==> src/rtl/axis_packet_arbiter.sv <==
// Four-source, packet-granular round-robin AXI-Stream arbiter.
// A grant is held from the first beat through tlast; the payload passes combinationally.
module axis_packet_arbiter #(
    parameter int c_WIDTH = 8
) (
    input  logic                 clk,
    input  logic                 rst,
    input  logic [4*c_WIDTH-1:0] s_axis_tdata,
    input  logic [3:0]           s_axis_tvalid,
    output logic [3:0]           s_axis_tready,
    input  logic [3:0]           s_axis_tlast,
    output logic [c_WIDTH-1:0]   m_axis_tdata,
    output logic                 m_axis_tvalid,
    input  logic                 m_axis_tready,
    output logic                 m_axis_tlast,
    output logic [1:0]           m_axis_tid,
    output logic                 busy
);

    typedef enum logic {
        IDLE = 1'b0,
        BUSY = 1'b1
    } state_t;

    state_t             r_state;
    logic [1:0]         r_grant_idx;
    logic [1:0]         r_last;
    logic [1:0]         w_winner;
    logic               w_eop;
    logic [c_WIDTH-1:0] w_lane [4];

    always_comb begin
        for (int k = 0; k < 4; k++) begin
            w_lane[k] = s_axis_tdata[k*c_WIDTH +: c_WIDTH];
        end
    end

    // Walk from lowest priority (offset 4 == r_last) to highest (offset 1) so the
    // highest-priority requester is the final assignment that sticks.
    always_comb begin
        logic [1:0] cand;
        w_winner = r_last;
        cand     = r_last;
        for (int i = 4; i >= 1; i--) begin
            cand = r_last + 2'(i);
            if (s_axis_tvalid[cand]) begin
                w_winner = cand;
            end
        end
    end

    assign w_eop = (r_state == BUSY) && s_axis_tvalid[r_grant_idx]
                && m_axis_tready && s_axis_tlast[r_grant_idx];

    // NOTE: sequential state uses non-blocking assignments so every register
    // samples the pre-edge values, independent of statement order.
    always_ff @(posedge clk) begin
        if (rst) begin
            r_state     <= IDLE;
            r_grant_idx <= 2'd0;
            r_last      <= 2'd3;
        end else begin
            case (r_state)
                IDLE: begin
                    if (|s_axis_tvalid) begin
                        r_grant_idx <= w_winner;
                        r_state     <= BUSY;
                    end
                end
                BUSY: begin
                    if (w_eop) begin
                        r_last  <= r_grant_idx;
                        r_state <= IDLE;
                    end
                end
                default: r_state <= IDLE;
            endcase
        end
    end

    assign busy       = (r_state == BUSY);
    assign m_axis_tid = r_grant_idx;

    // NOTE: every output gets a default before the conditional so no latch is inferred.
    always_comb begin
        m_axis_tdata  = '0;
        m_axis_tvalid = 1'b0;
        m_axis_tlast  = 1'b0;
        s_axis_tready = 4'b0000;
        if (busy) begin
            m_axis_tdata               = w_lane[r_grant_idx];
            m_axis_tvalid              = s_axis_tvalid[r_grant_idx];
            m_axis_tlast               = s_axis_tlast[r_grant_idx];
            s_axis_tready[r_grant_idx] = m_axis_tready;
        end
    end

endmodule
==> config.mk <==
export PLATFORM = sky130hd
export DESIGN_NAME = axis_packet_arbiter
export DESIGN_NICKNAME = d
export VERILOG_FILES = /design/src/rtl/axis_packet_arbiter.sv
export SDC_FILE = /design/constraint.sdc
export NUM_CORES = 1
export LEC_CHECK = 0
export BUFFER_PORTS_ARGS = -buffer_cell sky130_fd_sc_hd__buf_4
export CORE_MARGIN = 8
export CORE_UTILIZATION = 35
export DETAILED_ROUTE_END_ITERATION = 8
export PLACE_DENSITY = 0.78
export RECOVER_POWER = 100
export SYNTH_ARGS = -nofsm -noshare
export SYNTH_HDL_FRONTEND = slang
export SYNTH_SLANG_ARGS = --single-unit
==> constraint.sdc <==
create_clock -name clk -period 1.56 [get_ports clk]
set_input_delay 0.234 -clock clk [delete_from_list [all_inputs] [get_ports clk]]
set_output_delay 0.234 -clock clk [all_outputs]
set_load 0.01 [all_outputs]
==> results.yml <==
global_route:
  antenna_found_initial: 0
  grt_util_all_layers_pct: 14.0
  grt_max_degree: 12
  grt_overflow: 0
  grt_pass1_vias: 888
  grt_pass1_wl_um: 3800
setup_path:
  cp_max_fo: 6
  start_kind: "flip-flop"
  rr_worst_depth: 5
  crit_required_ns: 1.33
  path_class: "flip-flop to output port"
  crit_path_end_kind: "output port"
  cp.arrival_ns: 1.51
power_and_ir_drop:
  power.density_mw_per_mm2: 598
  power_frac_seq_pct: 22.0
  p_comb_share_pct: 56.2
  p_int_mw: 0.507
  switching_share_pct: 30.5
  ir_drop_mv: 0.481
  pwr-share-clk_pct: 21.8
  p_sw_mw: 0.223
  p_leak_nw: 0.583
synthesis:
  muxShareOfSynthArea_pct: 41.0
  synth_common_cells: "11 x nor2_1, 10 x and2_1, 10 x mux4_2"
  synth-seq-cells: 5
  yosysTopAreaCell: "mux4_2"
  syn_nets: 109
  synth_compound_area_share_pct: 8.43
  synth_top_area_share_pct: 36.1
  synth_xor_area_share_pct: 0
  synth_most_common_cell: "nor2_1"
  async_reset_ff_share_pct: 0
  synth-simple-area-share_pct: 26.9
  synth-seq-area-share_pct: 16.1
  synth_fa_ha_area_share_pct: 0
  syn_area_um2: 623
  synth_top_family_by_area: "multiplexers"
  yosys_warnings: 0
  synth-main-ff-cell: "dfxtp_1"
  synth_cell_type_count: 22
  synthCells: 66
  avgSynthCellArea_um2: 9.44
  synth-edff-count: 0
  synth_area_leaders: "mux4_2 36%, dfxtp_1 16%, and2_1 10%"
timing:
  finalSetupViolCount: 13
  skew_ns: 0.00184
  min_period_ns: 1.75
  rsz0062_at_grt: "yes"
  relSlewSlack_pct: 76.9
  timing.hold.ws_ns: 0.192
  fin_ws_ns: -0.189
  max_freq_mhz: 572
  tightest_slew_ns: 0.343
  drv_slew: 0
  hold_violations: 0
  finalCritPeriodShare_pct: 112
layout:
  final_layout_size_suffix_gt1_share_pct: 70.8
  final_cells: 155
  num_antenna_cells: 0
  fillers: 119
  fin_nets: 174
  area_growth_pct: 95.6
clock_tree:
  clk_pin_slew_ns: 0.05
  cts_buffers: 3
  clock_latency_ns: 0.25
  clock-sinks: 5
  root_buffer: "clkbuf_4"
  clk_path_buf_depth: 2
  cts_tree: "yes"
  h-tree-depth: 1
routing:
  drt-total-wl_um: 2280
  first_pass_iters: 2
  dr_total_vias: 770
  vias_per_cell: 4.97
  detail-route-antenna-nets: 0
  post_drt_wl_per_cell_um: 14.7
  drt_iter0_markers: 8
  drc: 0
die:
  row_count: 15
  die_w_um: 58.2
  core_mm2: 0.00171
  io_pins: 60
  dieArea_mm2: 0.00339
  initial_utilization_pct: 36.5
  die_y_um: 58.2
status:
  outcome: "finished, violations left"
  violations: "negative setup slack"
placed_design:
  hpwlAfterDp_um: 1910
  place_ws_ns: 0.00896
  io_buffers: 59
  place.gp.congestion: 0.755
  place_inst: 150
hold_path:
  min_path_cells: 2
  hold_class: "input pin to flip-flop"
job:
  maxCapViolCount: 0
routing by layer:
metal / vias to the layer above / track usage [%] / routed length, µm
li1: 371 / - / -
met1: 363 / 12.7 / 776
met2: 30 / 28.0 / 1290
met3: 6 / 4.19 / 174
met4: 0 / 4.90 / 41
met5: - / 0 / 0
cell usage in the layout, fill, tap and decap left out, types with 2 or more instances in the layout:
cell / count
and2_1: 4
mux2i_1: 3
buf_6: 11
inv_1: 2
dfxtp_2: 2
and2_4: 6
dfxtp_1: 2
clkbuf_4: 3
a21oi_1: 3
nor3_2: 3
nor2_1: 11
a211oi_1: 2
buf_4: 53
nand2_1: 3
mux4_2: 10
critical path: stages, from the launching register on:
cell and delay (ns):
dfxtp_4 0.38, buf_12 0.12, mux4_2 0.50, and2_4 0.15, buf_6 0.11
state kept, by name, summed over array words and instances (netlist names):
register and cells:
m_axis_tid 2, busy 1, r_last 2
timing repair:
item,4_1_cts,5_1_grt
buffers inserted,2,0
pin swaps,8,3
gates resized for setup,22,1
hold buffers,0,0
setup endpoints to repair,10,13
worst paths after layout:
| kind | from | slack, ns | endpoint |
|---|---|---|---|
| worst max-delay path | m_axis_tid[0] | -0.19 | m_axis_tdata[6] |
| worst min-delay path | rst | 0.19 | busy |
| worst max register to register | m_axis_tid[1] | 0.19 | r_last[1] |
| worst min register to register | r_last[0] | 0.57 | r_last[0] |
through the flow:
stage | util, % | setup TNS [ns] | cell area [µm²] | total power [mW]
2_1_floorplan | - | 0 | 624 | 0.341
3_3_place_gp | 65.3 | 0 | 1120 | 0.519
3_5_place_dp | 65.3 | 0 | 1120 | 0.528
4_1_cts | 72.1 | -1.61 | 1230 | 0.740
5_1_grt | 71.4 | -2.44 | 1220 | 0.778
6_report | 71.4 | -1.59 | 1220 | 0.729
power by group through the flow:
stage	logic [mW]	clock network [mW]	registers [mW]
final	0.410	0.159	0.160
after global routing	0.442	0.172	0.163
after CTS	0.420	0.160	0.160
after detailed placement	0.368	0	0.160
after global placement	0.359	0	0.160
after floorplan	0.187	0	0.154
cells by family after synthesis:
logic type | Yosys count
AOI/OAI and AO/OA | 8
DFF | 5
and+or+nand+nor | 32
buffers and inverters | 8
muxes | 13
layout make-up:
| type | instances | area [µm²] | share of cell area, % |
|---|---|---|---|
| sequential | 5 | 106 | 8.73 |
| multi-input combinational | 53 | 500 | 41.1 |
| tap | 25 | 31.3 | 2.57 |
| timing repair buffer | 66 | 547 | 44.9 |
| inverter | 2 | 7.51 | 0.616 |
| clock buffer | 4 | 26.3 | 2.16 |
Power figures use the tool's default switching activity.
